File: config.mk
export PLATFORM = sky130hd
export DESIGN_NAME = matrix_cfg
export DESIGN_NICKNAME = d
export VERILOG_FILES = /design/src/rtl/matrix_cfg.sv
export SDC_FILE = /design/constraint.sdc
export NUM_CORES = 1
export LEC_CHECK = 0
export ABC_AREA = 1
export CORE_ASPECT_RATIO = 1.4
export CORE_MARGIN = 5
export CORE_UTILIZATION = 35
export CTS_BUF_LIST = sky130_fd_sc_hd__clkbuf_4
export DETAILED_ROUTE_END_ITERATION = 10
export HOLD_SLACK_MARGIN = 0.03
export PLACE_DENSITY = 0.57
export SLEW_MARGIN = 20
export SYNTH_ARGS = -nofsm -noshare
export SYNTH_HDL_FRONTEND = slang
export SYNTH_SLANG_ARGS = --single-unit
File: constraint.sdc
create_clock -name clk -period 1.4 [get_ports clk]
set_clock_uncertainty 0.1 [all_clocks]
set_input_delay 0.14 -clock clk [delete_from_list [all_inputs] [get_ports clk]]
set_output_delay 0.14 -clock clk [all_outputs]
set_load 0.02 [all_outputs]
File: src/rtl/matrix_cfg.sv
// matrix_cfg: runtime configuration controller for the data routing matrix.
//
// Reads command bytes from a host-side FIFO and edits a shadow copy of the
// routing LUT. A COMMIT copies the whole shadow onto the live LUT in one edge,
// so the matrix never sees a half-written table.
//
// Command byte: [7:6] opcode, [5:4] ignored, [3:0] row
//   00 NOP, 01 SET (next byte is the mask), 10 CLEAR shadow, 11 COMMIT
//
// Ports:
//   clk      master clock
//   rst_n    asynchronous active-low reset
//   cmd      FIFO output byte, valid while cmd_rdy=1
//   cmd_rdy  FIFO not-empty
//   cmd_pop  one-cycle pulse consuming the current byte
//   lut      live LUT, row r = lut[r*n +: n], bit t = forward to TX t
//   busy     high while a SET is in progress
//   err      sticky flag, set when a SET names a row >= m
//   err_clr  synchronous clear for err (a new error in the same cycle wins)
//   commits  number of COMMITs executed, wraps 255 -> 0
module matrix_cfg #(
    parameter int unsigned m = 8,  // RX ports (LUT rows), 1..16
    parameter int unsigned n = 8   // TX ports (bits per row), 1..8
) (
    input  logic           clk,
    input  logic           rst_n,
    input  logic [7:0]     cmd,
    input  logic           cmd_rdy,
    output logic           cmd_pop,
    output logic [n*m-1:0] lut,
    output logic           busy,
    output logic           err,
    input  logic           err_clr,
    output logic [7:0]     commits
);

    typedef enum logic [1:0] {
        StIdle,
        StGap,
        StArg,
        StArgGap
    } state_e;

    localparam logic [1:0] OpNop    = 2'b00;
    localparam logic [1:0] OpSet    = 2'b01;
    localparam logic [1:0] OpClear  = 2'b10;
    localparam logic [1:0] OpCommit = 2'b11;

    state_e           state_q, state_d;
    logic [3:0]       row_q, row_d;
    logic             busy_q, busy_d;
    logic             err_q, err_d;
    logic [7:0]       commits_q, commits_d;
    logic [n*m-1:0]   shadow_q, shadow_d;
    logic [n*m-1:0]   lut_q, lut_d;

    logic             pop;
    logic             set_err;
    logic             row_ok;

    // Five bits so that m = 16 still compares correctly.
    assign row_ok = ({1'b0, row_q} < 5'(m));

    always_comb begin
        state_d   = state_q;
        row_d     = row_q;
        busy_d    = busy_q;
        commits_d = commits_q;
        shadow_d  = shadow_q;
        lut_d     = lut_q;
        pop       = 1'b0;
        set_err   = 1'b0;

        unique case (state_q)
            StIdle: begin
                if (cmd_rdy) begin
                    pop     = 1'b1;
                    state_d = StGap;
                    unique case (cmd[7:6])
                        OpNop: ;
                        OpSet: begin
                            row_d  = cmd[3:0];
                            busy_d = 1'b1;
                        end
                        OpClear: shadow_d = '0;
                        OpCommit: begin
                            lut_d     = shadow_q;
                            commits_d = commits_q + 8'd1;
                        end
                    endcase
                end
            end
            // The FIFO presents the next byte one cycle after a pop; busy_q
            // doubles as the "SET pending" marker here.
            StGap: state_d = busy_q ? StArg : StIdle;
            StArg: begin
                if (cmd_rdy) begin
                    pop     = 1'b1;
                    state_d = StArgGap;
                    if (row_ok) begin
                        for (int unsigned r = 0; r < m; r++) begin
                            if (row_q == 4'(r)) begin
                                shadow_d[r*n +: n] = cmd[n-1:0];
                            end
                        end
                    end else begin
                        set_err = 1'b1;
                    end
                end
            end
            StArgGap: begin
                busy_d  = 1'b0;
                state_d = StIdle;
            end
            default: state_d = StIdle;
        endcase

        err_d = err_q;
        if (err_clr) err_d = 1'b0;
        if (set_err) err_d = 1'b1;
    end

    always_ff @(posedge clk or negedge rst_n) begin
        if (!rst_n) begin
            state_q   <= StIdle;
            row_q     <= 4'd0;
            busy_q    <= 1'b0;
            err_q     <= 1'b0;
            commits_q <= 8'd0;
            shadow_q  <= '0;
            lut_q     <= '0;
        end else begin
            state_q   <= state_d;
            row_q     <= row_d;
            busy_q    <= busy_d;
            err_q     <= err_d;
            commits_q <= commits_d;
            shadow_q  <= shadow_d;
            lut_q     <= lut_d;
        end
    end

    // Gated by rst_n so no byte is consumed while reset is held with a
    // non-empty FIFO.
    assign cmd_pop = pop & rst_n;
    assign lut     = lut_q;
    assign busy    = busy_q;
    assign err     = err_q;
    assign commits = commits_q;

endmodule

## Word level (Yosys, flattened, before mapping)

Index checks and enable logic that the tools add are counted.

| storage, ports and cells | value |
|---|---|
| register bits after elaboration | 144 |
| input bits | 12 |
| output and inout bits | 75 |
| word-level logic and storage cells | 88 |

| operators by class | value |
|---|---|
| add/sub/neg operators | 1 |
| $lt $le $gt $ge | 1 |
| eq/ne operators | 26 |
| multiplexer cells | 27 |
| bitwise operators | 1 |
| reductions and logical operators | 18 |

Operator list:

| cell | count |
|---|---|
| two-way mux 64 bit | 4 |
| case mux 64 bit (2 select lines) | 1 |
| two-way mux 8 bit | 8 |
| AND reduction 6 bit | 8 |
| inequality test 2 bit, second input constant | 11 |
| equality test 4 x 3 -> 1 bit, second input constant | 4 |
| two-way mux 1 bit | 9 |
| AND reduction 3 bit | 3 |
| adder 8 x 1 -> 8 bit, second input constant | 1 |
| equality test 2 bit, second input constant | 4 |
| equality test 4 x 2 -> 1 bit, second input constant | 2 |
| case mux 2 bit (4 select lines) | 1 |
| two-way mux 2 bit | 3 |
| nonzero test 2 bit | 3 |
| equality test 2 x 1 -> 1 bit, second input constant | 2 |
| equality test 4 x 1 -> 1 bit, second input constant | 1 |
| zero test 4 bit | 1 |
| < comparator 4 bit, second input constant | 1 |
| inequality test 2 x 1 -> 1 bit, second input constant | 2 |
| zero test 2 bit | 1 |
| case mux 1 bit (2 select lines) | 1 |
| AND reduction 2 bit | 1 |
| OR reduction 2 bit | 1 |
| bitwise AND 1 bit | 1 |

## Logic depth before layout (Yosys ltp)

Gate-level depths: netlist of the first run.

| logic depth | value |
|---|---|
| word-level depth | 5 |
| mapped depth | 9 |

## Worst setup path after synthesis of the first run

OpenSTA, ideal clock, no wires.

| timing path | value |
|---|---|
| path kind | register -> register |
| start point | register row_q[3] |
| end point | register shadow_q[24] |
| setup time | 118 ps |
| data arrival time | 1285 ps |
| setup slack | -103 ps |
| stages on the path, launching flop included | 7 |
| buffers on the path | 0 |
| clock period less this slack | 1503 ps |
| cells stage by stage | dfrtp_1 -> nor2_1 -> inv_1 -> o21ai_1 -> nand2_2 -> nand2_1 -> nand2_1 |

| on the way | value |
|---|---|
| cells in the longest elaborated chain, start to end | 3 |
| elaborated cells on any way between the ends | 5 |

Ends and longest elaborated chain:

| item | RTL line | RTL |
|---|---|---|
| start: declaration | 50 | `logic [3:0] row_q, row_d;` |
| start signal: assignment | 134 | `row_q <= row_d;` |
| < comparator 4 bit or equality test 4 x 2 -> 1 bit (tied branches) | 62, 102 |  |
| inequality test 2 bit (no source line) | -- |  |
| AND reduction 6 bit (no source line) (*) | -- |  |
| end signal: assignment | 138 | `shadow_q <= shadow_d;` |
| end: declaration | 54 | `logic [n*m-1:0] shadow_q, shadow_d;` |

Mark *: on every way between the ends. The rest lies on a longest branch, timed or not.
A chain may end at the register's enable or synchronous reset.

## Final worst setup path of the first run

| timing path | value |
|---|---|
| start point | register state_q[0] |
| end point | register lut_q[37], in the netlist lut[37] |

| on the way | value |
|---|---|
| cells in the longest elaborated chain, start to end | 2 |

Ends and longest elaborated chain:

| item | RTL line | RTL |
|---|---|---|
| start: declaration | 49 | `state_e state_q, state_d;` |
| start signal: assignment | 125 | `state_q <= StIdle;` |
| start signal: assignment | 133 | `state_q <= state_d;` |
| zero test 2 bit | 74 | `unique case (state_q)` |
| AND reduction 3 bit (no source line) | -- |  |
| end signal: assignment | 139 | `lut_q <= lut_d;` |
| end: declaration | 55 | `logic [n*m-1:0] lut_q, lut_d;` |

Every way passes these cells.

==> results of run 1 <==
-- critical path, cell delays in order, from the launching register on --
cell and delay [ns]:
dfrtp_1 0.45, buf_6 0.15, nor2_4 0.09, nand2_2 0.07
nor2_4 0.14, buf_12 0.13, buf_12 0.15, buf_8 0.15
nand2_1 0.06, nand2_1 0.07
-- through the flow --
| step | util | total power [mW] | setup WS (ns) | setup TNS, ns | std cells |
|---|---|---|---|---|---|
| floorplan | - | 9.28 | -0.00820 | -0.246 | 670 |
| finish | 0.548 | 16.5 | -0.209 | -22.11 | 1067 |
| detailed placement | 0.446 | 12.1 | -0.502 | -53.39 | 979 |
| CTS | 0.494 | 15.2 | -0.192 | -17.30 | 1041 |
| global placement | 0.446 | 12.0 | -0.434 | -48.27 | 979 |
| global route | 0.548 | 17.5 | -0.282 | -30.30 | 1067 |
-- cells by family after synthesis --
logic type	share of synthesized area
XOR/XNOR	0.00607
flip-flops	0.624
buffers and inverters	0.0356
AND/OR/NAND/NOR	0.320
AO/OA/AOI/OAI	0.0113
adder cells (fa/ha/maj)	0.00217
-- cell type report --
class	count	share of cell area
Antenna cell	1	0.000282
Clock buffer	18	0.0152
Clock inverter	14	0.0186
Inverter	27	0.0144
Multi-Input combinational cell	479	0.290
Sequential cell	144	0.407
Tap cell	199	0.0281
Timing Repair Buffer	184	0.226
Timing Repair inverter	1	0.000706
-- where the power goes --
group	internal [mW]	switching, mW	leakage [nW]
clock network	1.26	1.52	0.164
registers	5.64	1.08	1.95
logic	3.13	3.86	2.76
-- registers in the layout, indices dropped and copies added, names as in the netlist, named ones only --
name,cells
busy,1
row_q,4
commits,8
err,1
shadow_q,64
state_q,1
lut,64
-- cells in the final DEF, fill, tap and decap left out, types with 4 or more instances in the layout --
| master | instances |
|---|---|
| buf_2 | 33 |
| nand2_4 | 19 |
| o21ai_4 | 4 |
| nand2_1 | 309 |
| dfrtp_1 | 143 |
| clkdlybuf4s50_1 | 10 |
| buf_8 | 5 |
| clkinv_2 | 4 |
| nor2_1 | 7 |
| o21ai_2 | 4 |
| nor2_4 | 9 |
| inv_1 | 21 |
| nand3_2 | 31 |
| nand3_1 | 34 |
| clkbuf_4 | 18 |
| buf_4 | 41 |
| nor2_2 | 4 |
| buf_16 | 6 |
| clkbuf_16 | 4 |
| nand2_2 | 39 |
| buf_6 | 69 |
| buf_12 | 13 |
| nand2_8 | 4 |
-- layer usage --
layer	vias to the layer above	routed length [µm]
met1	2535	6760
li1	2474	-
met5	-	0
met3	19	551
met2	119	8590
met4	0	298
-- timing repair --
action,in CTS,in global routing
cloned,10,5
setup endpoints to repair,211,193
hold buffers,2,0
gates resized for setup,431,177
pin swaps,40,34
endpoints found under the hold margin,145,0
buffers inserted,18,21
-- worst max-delay path by stage --
| stage | startpoint | end | slack, ns | cells after the start |
|---|---|---|---|---|
| 6_report | state_q[0]$_DFFE_PN0P_ | lut[37]$_DFFE_PN0P_ | -0.21 | 9 |
| 5_1_grt | state_q[0]$_DFFE_PN0P_ | shadow_q[42]$_DFFE_PN0P_ | -0.28 | 8 |
| 4_1_cts | state_q[0]$_DFFE_PN0P_ | cmd_pop | -0.19 | 3 |
| 3_5_place_dp | cmd_rdy | shadow_q[24]$_DFFE_PN0P_ | -0.50 | 9 |
| 3_3_place_gp | cmd_rdy | shadow_q[26]$_DFFE_PN0P_ | -0.43 | 9 |
| 2_1_floorplan | register | lut[23]$_DFFE_PN0P_ | -0.008 | 8 |
==> impl_results.md, run 1 <==
- Final Slew Violations: 0
- Die height: 162 µm
- Clock latency of the later-clocked register in the worst-skew pair: between 0.5 and 0.6 ns
- Effective utilization at floorplan: 0.357
- Syn-to-layout area delta: 53.6%
- Worst endpoint required time: around 1.8 ns
- Cell type with the highest aggregate area in the netlist: dfrtp_1
- Detailed-route via count: 5147
- Reg2Reg Setup Slack: -0.21 ns
- Sum of net half-perimeters after detailed placement: just under 10000 µm
- GRT busiest layer: met2
- Shortest period the worst path allows: 1.61 ns
- Average vias per placed instance: between 4 and 5
- Combined area of all synthesized cells: ~5800 µm²
- Number of endpoints with negative hold slack in the final report: 0
- Via count of the first global-routing pass: just over 5000
- Beginning of the worst hold path: cmd_rdy
- Grt met1 use: 0.210
- Final Setup Violations: 142
- Synthesis-stage register bit count: 144
- Maxcap violations: 0
- Met3 global-route usage: 0.0320
- Number of buffers on the longest clock path: 2
- Hold Path Class: primary input to register
- Clock-pin slew on the worst setup and hold paths: 0.13 ns
- Placement Cell Area: 7220 µm²
- Area used by multi-input combinational logic: about 2600 µm²
- Final hold slack: between 0.1 and 0.15 ns
- Share of the clock period used by the worst path after layout: 1.15
- Fill cell instance count of the final layout: approximately 1400
- Final setup slack of the worst path: -0.209 ns
- Number of nets in the layout: ~870
- Overflow left after global routing: 0
- TritonCTS clock tree: done
- Htree depth: 4
- Post-Layout Inst Area: between 8000 and 9000 µm²
- Destination of the worst register-to-register timing path: lut[37]$_DFFE_PN0P_
- Syn_nets: 683
- Total routing usage reported by global routing: 0.165
- Violated checks: setup timing
- Largest cells by area after synthesis: dfrtp_1 (62%), nand2_1 (24%), nand3_1 (5.8%)
- Share of flip-flops with an asynchronous set or reset after synthesis: 1.00
- Power per standard cell area: between 1500 and 2000 nW/µm²
- Horizontal die dimension: approximately 120 µm
- Hold Path Cell Cnt: 3
- Sinks on the clock net: roughly 140
- Critical path class: register to register
- Most repeated cell in the gate-level netlist after synthesis: nand2_1
- Fraction of layout instances using a drive strength above 1: 0.378
- CP arrival: a little under 2 ns
- Critical path capture point type: register
- Number of unique standard cell types used by synthesis: 22
- Startpoint Class: register
- FF-to-FF Start: state_q[0]$_DFFE_PN0P_
- Met2 Usage GRT: 0.283
- Average size of a mapped cell: ~8.6 µm²
- Number of DRC markers after the initial detailed-route iteration: roughly 310
- Max Freq: slightly above 600 MHz
- Number of buffer cells added on primary ports: between 80 and 90
- Routed len/inst: 15.2 µm
- Instance count of the mapped netlist: 670
- Status: finished, violations left
- Rows: 55
- Slew @ Worst Pin: ~0.8 ns
- Total Die Area: 19200 µm²
- Most frequent cells after synthesis: nand2_1 (366), dfrtp_1 (144), nand3_1 (67)
- Root buffer cell: clkbuf_4
- Weighted congestion at the end of routability-driven global placement: ~0.8
- Number of warnings reported in the yosys synthesis log: 0
- Endpoint with the worst hold slack: state_q[0]$_DFFE_PN0P_
- Post-synth EDFFs: 0
- Area of the core: between 15000 and 20000 µm²
- Antenna-violating nets left: 0
- Leakage dissipation: 4.88 nW
- Routed wire length: between 15000 and 20000 µm
- Storage cell area: about 3600 µm²
- Worst vdd rail ir drop: between 0.7 and 0.8 mV
- Wire length of the first global-routing pass: 25900 µm
- Pin count of the biggest net entering global routing: about 150
- Top-area cell type share of the netlist area: 0.624
- Post-detailed-route DRC marker count: 0
- Number of buffers created by CTS: 17
- Top flip-flop cell by instance count after synthesis: dfrtp_1
- Setup repair after global routing missed its margin: yes
- Initial antenna violation count: 1
- Number of ports placed on the die boundary: a little under 90
- Worst max-slew margin expressed relative to the limit: 0.477
- Register area share after synthesis: 0.624
- DR pass1 iterations: 5
- Max FO, Critical Path: 7
- Number of cells on the worst reg-to-reg path: 9
(Power assumes the default switching activity.)
==> run 2, diff against run 1 <==
--- a/config.mk
+++ b/config.mk
@@ -10,6 +10,7 @@
 export CORE_MARGIN = 5
 export CORE_UTILIZATION = 35
 export CTS_BUF_LIST = sky130_fd_sc_hd__clkbuf_4
+export CTS_CLUSTER_SIZE = 24
 export DETAILED_ROUTE_END_ITERATION = 10
 export HOLD_SLACK_MARGIN = 0.03
 export PLACE_DENSITY = 0.57
==> results of run 2 <==
Final layout, timing and power as in run 1 (identical DEF).
==> run 3, diff against run 2 <==
--- a/config.mk
+++ b/config.mk
@@ -9,7 +9,6 @@
 export CORE_ASPECT_RATIO = 1.4
 export CORE_MARGIN = 5
 export CORE_UTILIZATION = 35
-export CTS_BUF_LIST = sky130_fd_sc_hd__clkbuf_4
 export CTS_CLUSTER_SIZE = 24
 export DETAILED_ROUTE_END_ITERATION = 10
 export HOLD_SLACK_MARGIN = 0.03
==> run 3 against run 2 <==
  * The flow still finishes with violations (setup timing)
  * Combinational power rose by 0.7%
  * Critical endpoint is now shadow_q[48]$_DFFE_PN0P_
  * Largest cell class unchanged
  * Largest power group unchanged
  * Total power up 13%
  * Critical path depth is 1 lower
  * Maximum frequency down 1.8%
  * Sequential power grew 3%
==> impl_results.md, run 3 (synthesized netlist as in run 1, its figures left out) <==
- Post-detailed-route DRC marker count: 0 (unchanged)
- CP arrival: 1.84 ns (-0.14 ns)
- Clock latency of the later-clocked register in the worst-skew pair: 0.42 ns (-0.10 ns)
- Number of endpoints with negative hold slack in the final report: 0 (unchanged)
- TritonCTS clock tree: done
- Weighted congestion at the end of routability-driven global placement: 0.791 (unchanged)
- DR pass1 iterations: 5 (unchanged)
- Most common cell on crit path: nor2_4
- Final Slew Violations: 0 (unchanged)
- Total routing usage reported by global routing: 0.176 (+0.0105)
- Cells along the critical path: nor2_4 > nand2_4 > nor2_4 > clkbuf_16 > buf_12 > nand2_8 > nand2_2 > nand2_1
- Via count of the first global-routing pass: 5327 (+3.3%)
- Area used by multi-input combinational logic: 2970 µm² (+15%)
- Critical path capture point type: register
- Final Setup Violations: 139 (-2.1%)
- Number of buffers on the longest clock path: 2 (unchanged)
- Max stage delay on crit path: 0.46 ns (about the same)
- Worst path top cell family by delay: simple AND/OR/NAND/NOR gates
- Max Freq: 610 MHz (-1.8%)
- Setup TNS after final layout: -22.71 ns (-0.605 ns)
- Critical-path top delay cell: dfrtp_2
- Post-Layout Inst Area: 9630 µm² (+8.7%)
- Antenna-violating nets left: 0 (unchanged)
- Detailed-route via count: 5248 (+2.0%)
- Syn-to-layout area delta: 66.9%
- Number of DRC markers after the initial detailed-route iteration: 365 (+16%)
- Number of antenna diodes: 0 (-1)
- Number of buffers created by CTS: 17 (unchanged)
- Rows: 55 (unchanged)
- Critical path class: register to register
- Maxcap violations: 0 (unchanged)
- Max FO, Critical Path: 8 (+1)
- Setup repair after global routing missed its margin: yes
- Total Die Area: 19200 µm² (unchanged)
- Sinks on the clock net: 144 (unchanged)
- Fill cell instance count of the final layout: 1274 (-7.7%)
- Final setup slack of the worst path: -0.238 ns (-0.0290 ns)
- Placement Cell Area: 7220 µm² (unchanged)
- Storage cell area: 3610 µm² (about the same)
- Finished Layout Cells: 1054 (-1.2%)
- Htree depth: 4 (unchanged)
- Most used cells in the layout excluding fill and tap cells: nand2_1 (206), dfrtp_1 (142), nand2_2 (126)
- Wire length of the first global-routing pass: 27200 µm (+4.9%)
- Routed wire length: 17900 µm (+11%)
- Clock-pin slew on the worst setup and hold paths: 0.06 ns (-0.07 ns)
- Violated checks: setup timing
- Routed len/inst: 17.0 µm (+12%)
- Startpoint Class: register
- Number of ports placed on the die boundary: 87 (unchanged)
- Effective utilization at floorplan: 0.357 (unchanged)
- Root buffer cell: clkbuf_16
- Horizontal die dimension: 119 µm (unchanged)
- Worst max-slew margin expressed relative to the limit: 0.441 (-0.0356)
- Power per standard cell area: 1930 nW/µm² (+3.9%)
- Initial antenna violation count: 0 (-1)
- Hold Path Class: primary input to register
- Overflow left after global routing: 0 (unchanged)
- Worst vdd rail ir drop: 0.923 mV (+21%)
- Sum of net half-perimeters after detailed placement: 9670 µm (unchanged)
- Number of nets in the layout: 855 (-1.4%)
- Leakage dissipation: 5.17 nW (+6.1%)
- Placed Instances: 979 (unchanged)
- Area of the core: 16200 µm² (unchanged)
- Number of buffer cells added on primary ports: 86 (unchanged)
- Buffers & Inverters on Critical Path: 2 (-2)
- Slew @ Worst Pin: 0.838 ns (+0.0534 ns)
- Fraction of layout instances using a drive strength above 1: 0.418 (+0.0392)
- Average vias per placed instance: 4.98 (+3.2%)
- Most common library cell in the layout ignoring fill and taps: nand2_1
- Share of the clock period used by the worst path after layout: 1.17 (+0.0207)
- Worst endpoint required time: 1.60 ns (-0.17 ns)
- Pin count of the biggest net entering global routing: 145 (unchanged)
- Shortest period the worst path allows: 1.64 ns (+0.0290 ns)
- Status: finished, violations left
- Die height: 162 µm (unchanged)
## run 3: final timing paths
path | startpoint | cells past startpoint | end | slack (ns)
setup / recovery | state_q[0]$_DFFE_PN0P_ | 8 | shadow_q[48]$_DFFE_PN0P_ | -0.24
hold / removal | err_clr | 2 | err$_DFFE_PN0P_ | 0.19
setup reg to reg | state_q[0]$_DFFE_PN0P_ | 8 | shadow_q[48]$_DFFE_PN0P_ | -0.24
hold reg to reg | lut[12]$_DFFE_PN0P_ | 2 | lut[12]$_DFFE_PN0P_ | 0.37
max in group asynchronous | rst_n | 3 | state_q[0]$_DFFE_PN0P_ | 0.20
min in group asynchronous | rst_n | 3 | lut[11]$_DFFE_PN0P_ | 0.26
## run 3: area by class of cell
class | instances | area share
clock inverter | 13 | 0.0168
timing repair buffer | 173 | 0.215
clock buffer | 19 | 0.0460
sequential | 144 | 0.374
inverter | 27 | 0.0134
multi-input combinational | 478 | 0.308
timing repair inverter | 1 | 0.000909
tap | 199 | 0.0259
## run 3: routing by layer
| metal | routed length [µm] | global-route usage | vias up |
|---|---|---|---|
| li1 | - | - | 2454 |
| met1 | 7090 | 0.215 | 2608 |
| met2 | 9760 | 0.302 | 155 |
| met3 | 677 | 0.0373 | 31 |
| met4 | 414 | 0.0691 | 0 |
| met5 | 0 | 0 | - |
## run 3: report_power, final
part	switching, mW	leakage (nW)	internal, mW	total, mW
clock network	1.80	0.297	2.86	4.66
registers	1.26	1.95	5.66	6.91
logic	4.08	2.92	2.97	7.04
total	7.13	5.17	11.5	18.6
## run 3: timing repair
item,CTS,global route
hold buffers,1,0
setup endpoints to repair,211,157
gates cloned,15,4
gates resized for setup,248,240
pin swaps,38,69
endpoints found under the hold margin,144,0
buffers inserted,26,13
## run 3: metrics by stage
stage	utilization	power (mW)	setup WS, ns	hold WS, ns
2_1_floorplan	-	9.28	-0.00820	-0.256
3_3_place_gp	0.446	12.0	-0.434	0.231
3_5_place_dp	0.446	12.1	-0.502	0.242
4_1_cts	0.555	17.5	-0.229	0.175
5_1_grt	0.596	19.6	-0.273	0.196
6_report	0.596	18.6	-0.238	0.187
